===== src/rtl/arb_pkg.sv =====
// +----------------------------------------------------------------------------+
// | arb_pkg : shared types and helpers for the round-robin arbiter             |
// | Rev 1.0 : initial release                                                  |
// +----------------------------------------------------------------------------+
`default_nettype none

package arb_pkg;

  typedef enum logic [1:0] {
    IDLE    = 2'd0,
    GRANT   = 2'd1,
    RELEASE = 2'd2
  } arb_state_t;

  // Index width for n entries; never below one bit.
  function automatic int idx_w(input int n);
    return (n > 1) ? $clog2(n) : 1;
  endfunction

endpackage

`default_nettype wire


===== src/rtl/rr_pick.sv =====
// +----------------------------------------------------------------------------+
// | rr_pick : combinational rotate-priority picker, scans upward from ptr_i    |
// | Rev 1.0 : initial release                                                  |
// +----------------------------------------------------------------------------+
`default_nettype none

module rr_pick
  import arb_pkg::*;
#(
  parameter int N = 3
) (
  input  logic [N-1:0]        req_i,
  input  logic [idx_w(N)-1:0] ptr_i,
  output logic [N-1:0]        pick_o,
  output logic [idx_w(N)-1:0] idx_o,
  output logic                any_o
);

  localparam int IDW = idx_w(N);

  logic [IDW:0]   sum;
  logic [IDW-1:0] j;

  always_comb begin
    pick_o = '0;
    idx_o  = '0;
    any_o  = 1'b0;
    sum    = '0;
    j      = '0;
    // ptr_i < N and i < N, so one conditional subtract performs the wrap.
    for (int i = 0; i < N; i++) begin
      sum = {1'b0, ptr_i} + (IDW+1)'(i);
      if (sum >= (IDW+1)'(N)) sum = sum - (IDW+1)'(N);
      j = sum[IDW-1:0];
      if (!any_o && req_i[j]) begin
        any_o     = 1'b1;
        pick_o[j] = 1'b1;
        idx_o     = j;
      end
    end
  end

endmodule

`default_nettype wire


===== src/rtl/rr_arbiter.sv =====
// +----------------------------------------------------------------------------+
// | rr_arbiter : round-robin ownership arbiter with one idle release cycle.    |
// | Optional hold limit enabled by defining ARB_HOLD_LIMIT_EN.                 |
// | Rev 1.0 : initial release                                                  |
// +----------------------------------------------------------------------------+
`default_nettype none

module rr_arbiter
  import arb_pkg::*;
#(
  parameter int N        = 3,
  parameter int MAX_HOLD = 8
) (
  input  logic                clk,
  input  logic                rst,
  input  logic [N-1:0]        req,
  input  logic                done,
  output logic [N-1:0]        gnt,
  output logic                gnt_valid,
  output logic [idx_w(N)-1:0] gnt_id,
  output logic                busy,
  output logic                preempt
);

  localparam int IDW = idx_w(N);

  if (N < 2 || MAX_HOLD < 1) begin : g_param_check
    $error("rr_arbiter: N must be >= 2 and MAX_HOLD >= 1");
  end

  arb_state_t     state_q, state_d;
  logic [N-1:0]   gnt_q, gnt_d;
  logic           gnt_valid_q, gnt_valid_d;
  logic [IDW-1:0] gnt_id_q, gnt_id_d;
  logic           busy_q, busy_d;
  logic           preempt_q, preempt_d;
  logic [IDW-1:0] ptr_q, ptr_d;

  logic [N-1:0]   pick;
  logic [IDW-1:0] pick_idx;
  logic           pick_any;
  logic           hold_hit;

  rr_pick #(.N(N)) u_pick (
    .req_i  (req),
    .ptr_i  (ptr_q),
    .pick_o (pick),
    .idx_o  (pick_idx),
    .any_o  (pick_any)
  );

`ifdef ARB_HOLD_LIMIT_EN
  localparam int HOLD_W = idx_w(MAX_HOLD + 1);

  logic [HOLD_W-1:0] hold_q, hold_d;

  // Counter reads k-1 on the k-th GRANT edge, so the grant spans MAX_HOLD cycles.
  assign hold_hit = (state_q == GRANT) && (hold_q == HOLD_W'(MAX_HOLD - 1));

  always_comb begin
    hold_d = '0;
    if (state_q == GRANT) hold_d = hold_q + HOLD_W'(1);
  end

  always_ff @(posedge clk or posedge rst) begin
    if (rst) hold_q <= '0;
    else     hold_q <= hold_d;
  end
`else
  assign hold_hit = 1'b0;
`endif

  always_comb begin
    state_d   = state_q;
    gnt_d     = gnt_q;
    gnt_id_d  = gnt_id_q;
    ptr_d     = ptr_q;
    preempt_d = 1'b0;
    case (state_q)
      IDLE: begin
        if (pick_any) begin
          state_d  = GRANT;
          gnt_d    = pick;
          gnt_id_d = pick_idx;
        end
      end
      GRANT: begin
        if (done || !req[gnt_id_q] || hold_hit) begin
          state_d   = RELEASE;
          gnt_d     = '0;
          gnt_id_d  = '0;
          ptr_d     = (gnt_id_q == IDW'(N - 1)) ? '0 : gnt_id_q + IDW'(1);
          preempt_d = hold_hit && !done && req[gnt_id_q];
        end
      end
      RELEASE: state_d = IDLE;
      default: begin
        state_d  = IDLE;
        gnt_d    = '0;
        gnt_id_d = '0;
      end
    endcase
    gnt_valid_d = |gnt_d;
    busy_d      = (state_d != IDLE);
  end

  always_ff @(posedge clk or posedge rst) begin
    if (rst) begin
      state_q     <= IDLE;
      gnt_q       <= '0;
      gnt_valid_q <= 1'b0;
      gnt_id_q    <= '0;
      busy_q      <= 1'b0;
      preempt_q   <= 1'b0;
      ptr_q       <= '0;
    end else begin
      state_q     <= state_d;
      gnt_q       <= gnt_d;
      gnt_valid_q <= gnt_valid_d;
      gnt_id_q    <= gnt_id_d;
      busy_q      <= busy_d;
      preempt_q   <= preempt_d;
      ptr_q       <= ptr_d;
    end
  end

  assign gnt       = gnt_q;
  assign gnt_valid = gnt_valid_q;
  assign gnt_id    = gnt_id_q;
  assign busy      = busy_q;
  assign preempt   = preempt_q;

endmodule

`default_nettype wire


===== config.mk =====
export PLATFORM = sky130hd
export DESIGN_NAME = rr_arbiter
export DESIGN_NICKNAME = d
export VERILOG_FILES = /design/src/rtl/arb_pkg.sv /design/src/rtl/rr_pick.sv /design/src/rtl/rr_arbiter.sv
export SDC_FILE = /design/constraint.sdc
export NUM_CORES = 1
export LEC_CHECK = 0
export CORE_MARGIN = 1.5
export CORE_UTILIZATION = 55
export CTS_BUF_LIST = sky130_fd_sc_hd__clkbuf_4 sky130_fd_sc_hd__clkbuf_8
export CTS_CLUSTER_DIAMETER = 80
export CTS_CLUSTER_SIZE = 8
export DETAILED_ROUTE_END_ITERATION = 6
export DONT_BUFFER_PORTS = 1
export PLACE_DENSITY_LB_ADDON = 0.2
export SLEW_MARGIN = 30
export SYNTH_ARGS = -nofsm -noshare
export SYNTH_HDL_FRONTEND = slang
export SYNTH_SLANG_ARGS = --single-unit

===== constraint.sdc =====
create_clock -name clk -period 2.9 [get_ports clk]
set_clock_uncertainty 0.15 [all_clocks]
set_input_delay 0.29 -clock clk [delete_from_list [all_inputs] [get_ports clk]]
set_output_delay 0.29 -clock clk [all_outputs]
set_load 0.01 [all_outputs]

==> flow_summary_export.csv <==
group,metric,value,unit
place,finalWeightedCongestion,0.812,
timing,hold_viol,0,
logic_synthesis,yosysUniqueCellTypes,43,
die,initial_core_util,0.588,
layout,register_area,275,um2
global_route,track_usage,0.186,
worst_setup_path,path_max_fanout,14,
power_and_ir_drop,powerDensity,1100,nW/um2
logic_synthesis,ys_seq_elements,11,
logic_synthesis,synth.cells.most_frequent,"dfrtp_1 (11), nand2_1 (7), inv_1 (6), a21oi_1 (5), nor2_1 (5)",
timing,final_max_slew_viol_count,0,
layout,drive_above_1_share,0.183,
layout,area_delta_synth_final,0.419,%
layout,multi_input_comb_area,542,um2
power_and_ir_drop,p_leak,0.398,nW
layout,instances_no_fill,109,
worst_setup_path,crit_required,2.90,ns
timing,worst_pin_slew,0.595,ns
detailed_routing,via_per_inst,6.27,
logic_synthesis,synth_top_area_share,0.307,
cts,ctsHoldBuffers,1,
die,pin_count,14,
cts,worstSkewPairLatency,0.26,ns
timing,finalSetupTns,0,ns
global_route,grt_use_met1,0.253,
worst_setup_path,end_kind,"flop",
timing,fmax,413,MHz
die,chipWidth,43.4,um
logic_synthesis,syn-cell-area,896,um2
layout,fin_nets,104,
die,die_area,1880,um2
logic_synthesis,syn_nets,106,
global_route,grt_antenna_before_repair,0,
global_route,grt_busiest_layer,"met2",
cts,cts.repair.resized,0,
worst_setup_path,r2r_setup_slack,0.48,ns
cts,cts_tree,"built",
detailed_routing,wl,1570,um
die,fp-row-count,14,
logic_synthesis,yosysTopAreaCell,"dfrtp_1",
place,numPortBuffers,0,
detailed_routing,num_vias,683,
power_and_ir_drop,vdd_drop_max,0.000548,V
place,dp_hpwl,1190,um
cts,path_clk_slew,0.06,ns
timing,rsz0062_at_grt,"no",
logic_synthesis,synth-simple-area-share,0.183,
logic_synthesis,synthCells,96,
logic_synthesis,synthFlopType,"dfrtp_1",
logic_synthesis,yosys.cell_count.top_type,"dfrtp_1",
global_route,gr-usage-met3,0.0333,
timing,timing.final.crit_share,0.836,
logic_synthesis,synth-warning-count,0,
global_route,gr-total-overflow,0,
layout,diodes,0,
logic_synthesis,synth-edff-count,0,
detailed_routing,drtPass1Iterations,4,
cts,clockRootBuffer,"clkbuf_4",
logic_synthesis,synth_top_family_by_area,"compound AO/OA/AOI/OAI gates",
cts,cts.sink_count,11,
detailed_routing,drtAntennaViolNets,0,
logic_synthesis,async_flop_share,1.00,
timing,setup_viol,0,
cts,clockBufferDepth,2,
global_route,grt_pass1_wl,2570,um
cts,cts_setup_buffers,0,
run,cap_violations,0,
hold_path,hp-class,"in -> reg",
global_route,grt_max_degree,18,
logic_synthesis,syn_area_per_cell,9.33,um2
place,placed_cells,104,
die,die_h,43.4,um
logic_synthesis,yosys-top-cells-area,"dfrtp_1 (31%), ha_1 (5.6%), mux2i_1 (4.5%), nand2_1 (2.9%), a21oi_1 (2.8%)",
global_route,grt_pass1_vias,593,
logic_synthesis,muxShareOfSynthArea,0.0824,
worst_setup_path,critical_path_class,"reg -> reg",
layout,n_fill_cell,141,
outcome,status,"complete, no violations",
die,core_area,1520,um2
detailed_routing,routedWlPerCell,14.4,um
worst_setup_path,worstSetupStartpointType,"flop",
global_route,grtUsageMet2,0.287,
logic_synthesis,synth_fa_ha_area_frac,0.0684,
logic_synthesis,synth_xor_xnor_area_share,0,
detailed_routing,route.detailed.drc,0,
worst_setup_path,arrival,2.42,ns
timing,final.setup.worst_slack,0.477,ns
detailed_routing,dr.first_iter.drc_count,3,
logic_synthesis,synth_compound_area_frac,0.267,
timing,period_needed,2.42,ns
logic_synthesis,synth_seq_area_share,0.307,
timing,slew_headroom,0.603,
cts,htreeDepth,1,
place,pre_cts_slack,0.484,ns
cts,cts_buffers,3,
==> power by group <==
| group | switching [W] | internal (W) | leakage (nW) | total (W) |
|---|---|---|---|---|
| combinational | 0.000307 | 0.000271 | 0.241 | 0.000577 |
| sequential | 0.0000837 | 0.000217 | 0.139 | 0.000301 |
| clock | 0.0000470 | 0.0000625 | 0.0184 | 0.000109 |
==> cell usage in the layout (no fill, tap or decap), drive strengths merged, types with 3 or more instances in the layout <==
cell type  instances
a21oi              6
clkbuf             4
dfrtp             11
ha                 4
inv                6
mux2i              5
nand2              7
nor2               6
nor3               3
o21ai              4
==> registers in the layout (all words and copies together) (netlist names) <==
| signal | flops |
|---|---|
| gnt | 3 |
| gnt_id | 2 |
| ptr_q | 2 |
| state_q | 2 |
| gnt_valid | 1 |
| busy | 1 |
==> cells by family after synthesis <==
group,after synthesis
buffers and inverters,14
adder cells (fa/ha/maj),5
AO/OA/AOI/OAI,31
flip-flops,11
other,1
AND/OR/NAND/NOR,28
multiplexers,6
==> cell type report <==
cell class	count	area share
clock buffers	4	0.0334
well taps	16	0.0223
inverters	6	0.0250
multi-input cells	71	0.602
repair buffers	1	0.0111
flip-flops and latches	11	0.306
==> through the flow <==
step                      hold slack, ns  area, um2   util  power, W
after floorplan                 -0.00756        896      -  0.000825
after global placement            0.0363        860  0.564  0.000875
after detailed placement          0.0402        860  0.564  0.000879
after CTS                         0.0424        900  0.590  0.000994
after global routing              0.0436        900  0.590   0.00108
final                             0.0463        900  0.590  0.000988
==> worst max-delay path, cell delays in order, from the launching register on <==
cell	delay, ns
dfrtp_1	0.40
inv_1	0.08
ha_1	0.47
maj3_2	0.39
a21oi_4	0.21
nand3b_4	0.10
o21a_1	0.24
a211o_1	0.27
==> routing by layer <==
| layer | share of wire | up-vias |
|---|---|---|
| met1 | 0.47 | 321 |
| met2 | 0.48 | 17 |
| met5 | 0 | - |
| li1 | - | 343 |
| met4 | 0.0057 | 0 |
| met3 | 0.045 | 2 |
==> final timing paths <==
path,start,endpoint,cells past startpoint
max in group asynchronous,rst,gnt_id[1],2
min in group asynchronous,rst,gnt[0],2
worst max register to register,ptr_q[0],gnt_valid,7
worst max-delay path,ptr_q[0],gnt_valid,7
worst min register to register,gnt[0],gnt[0],1
worst min-delay path,req[2],gnt_id[1],1
No activity file was read; power rests on OpenSTA's default activity.
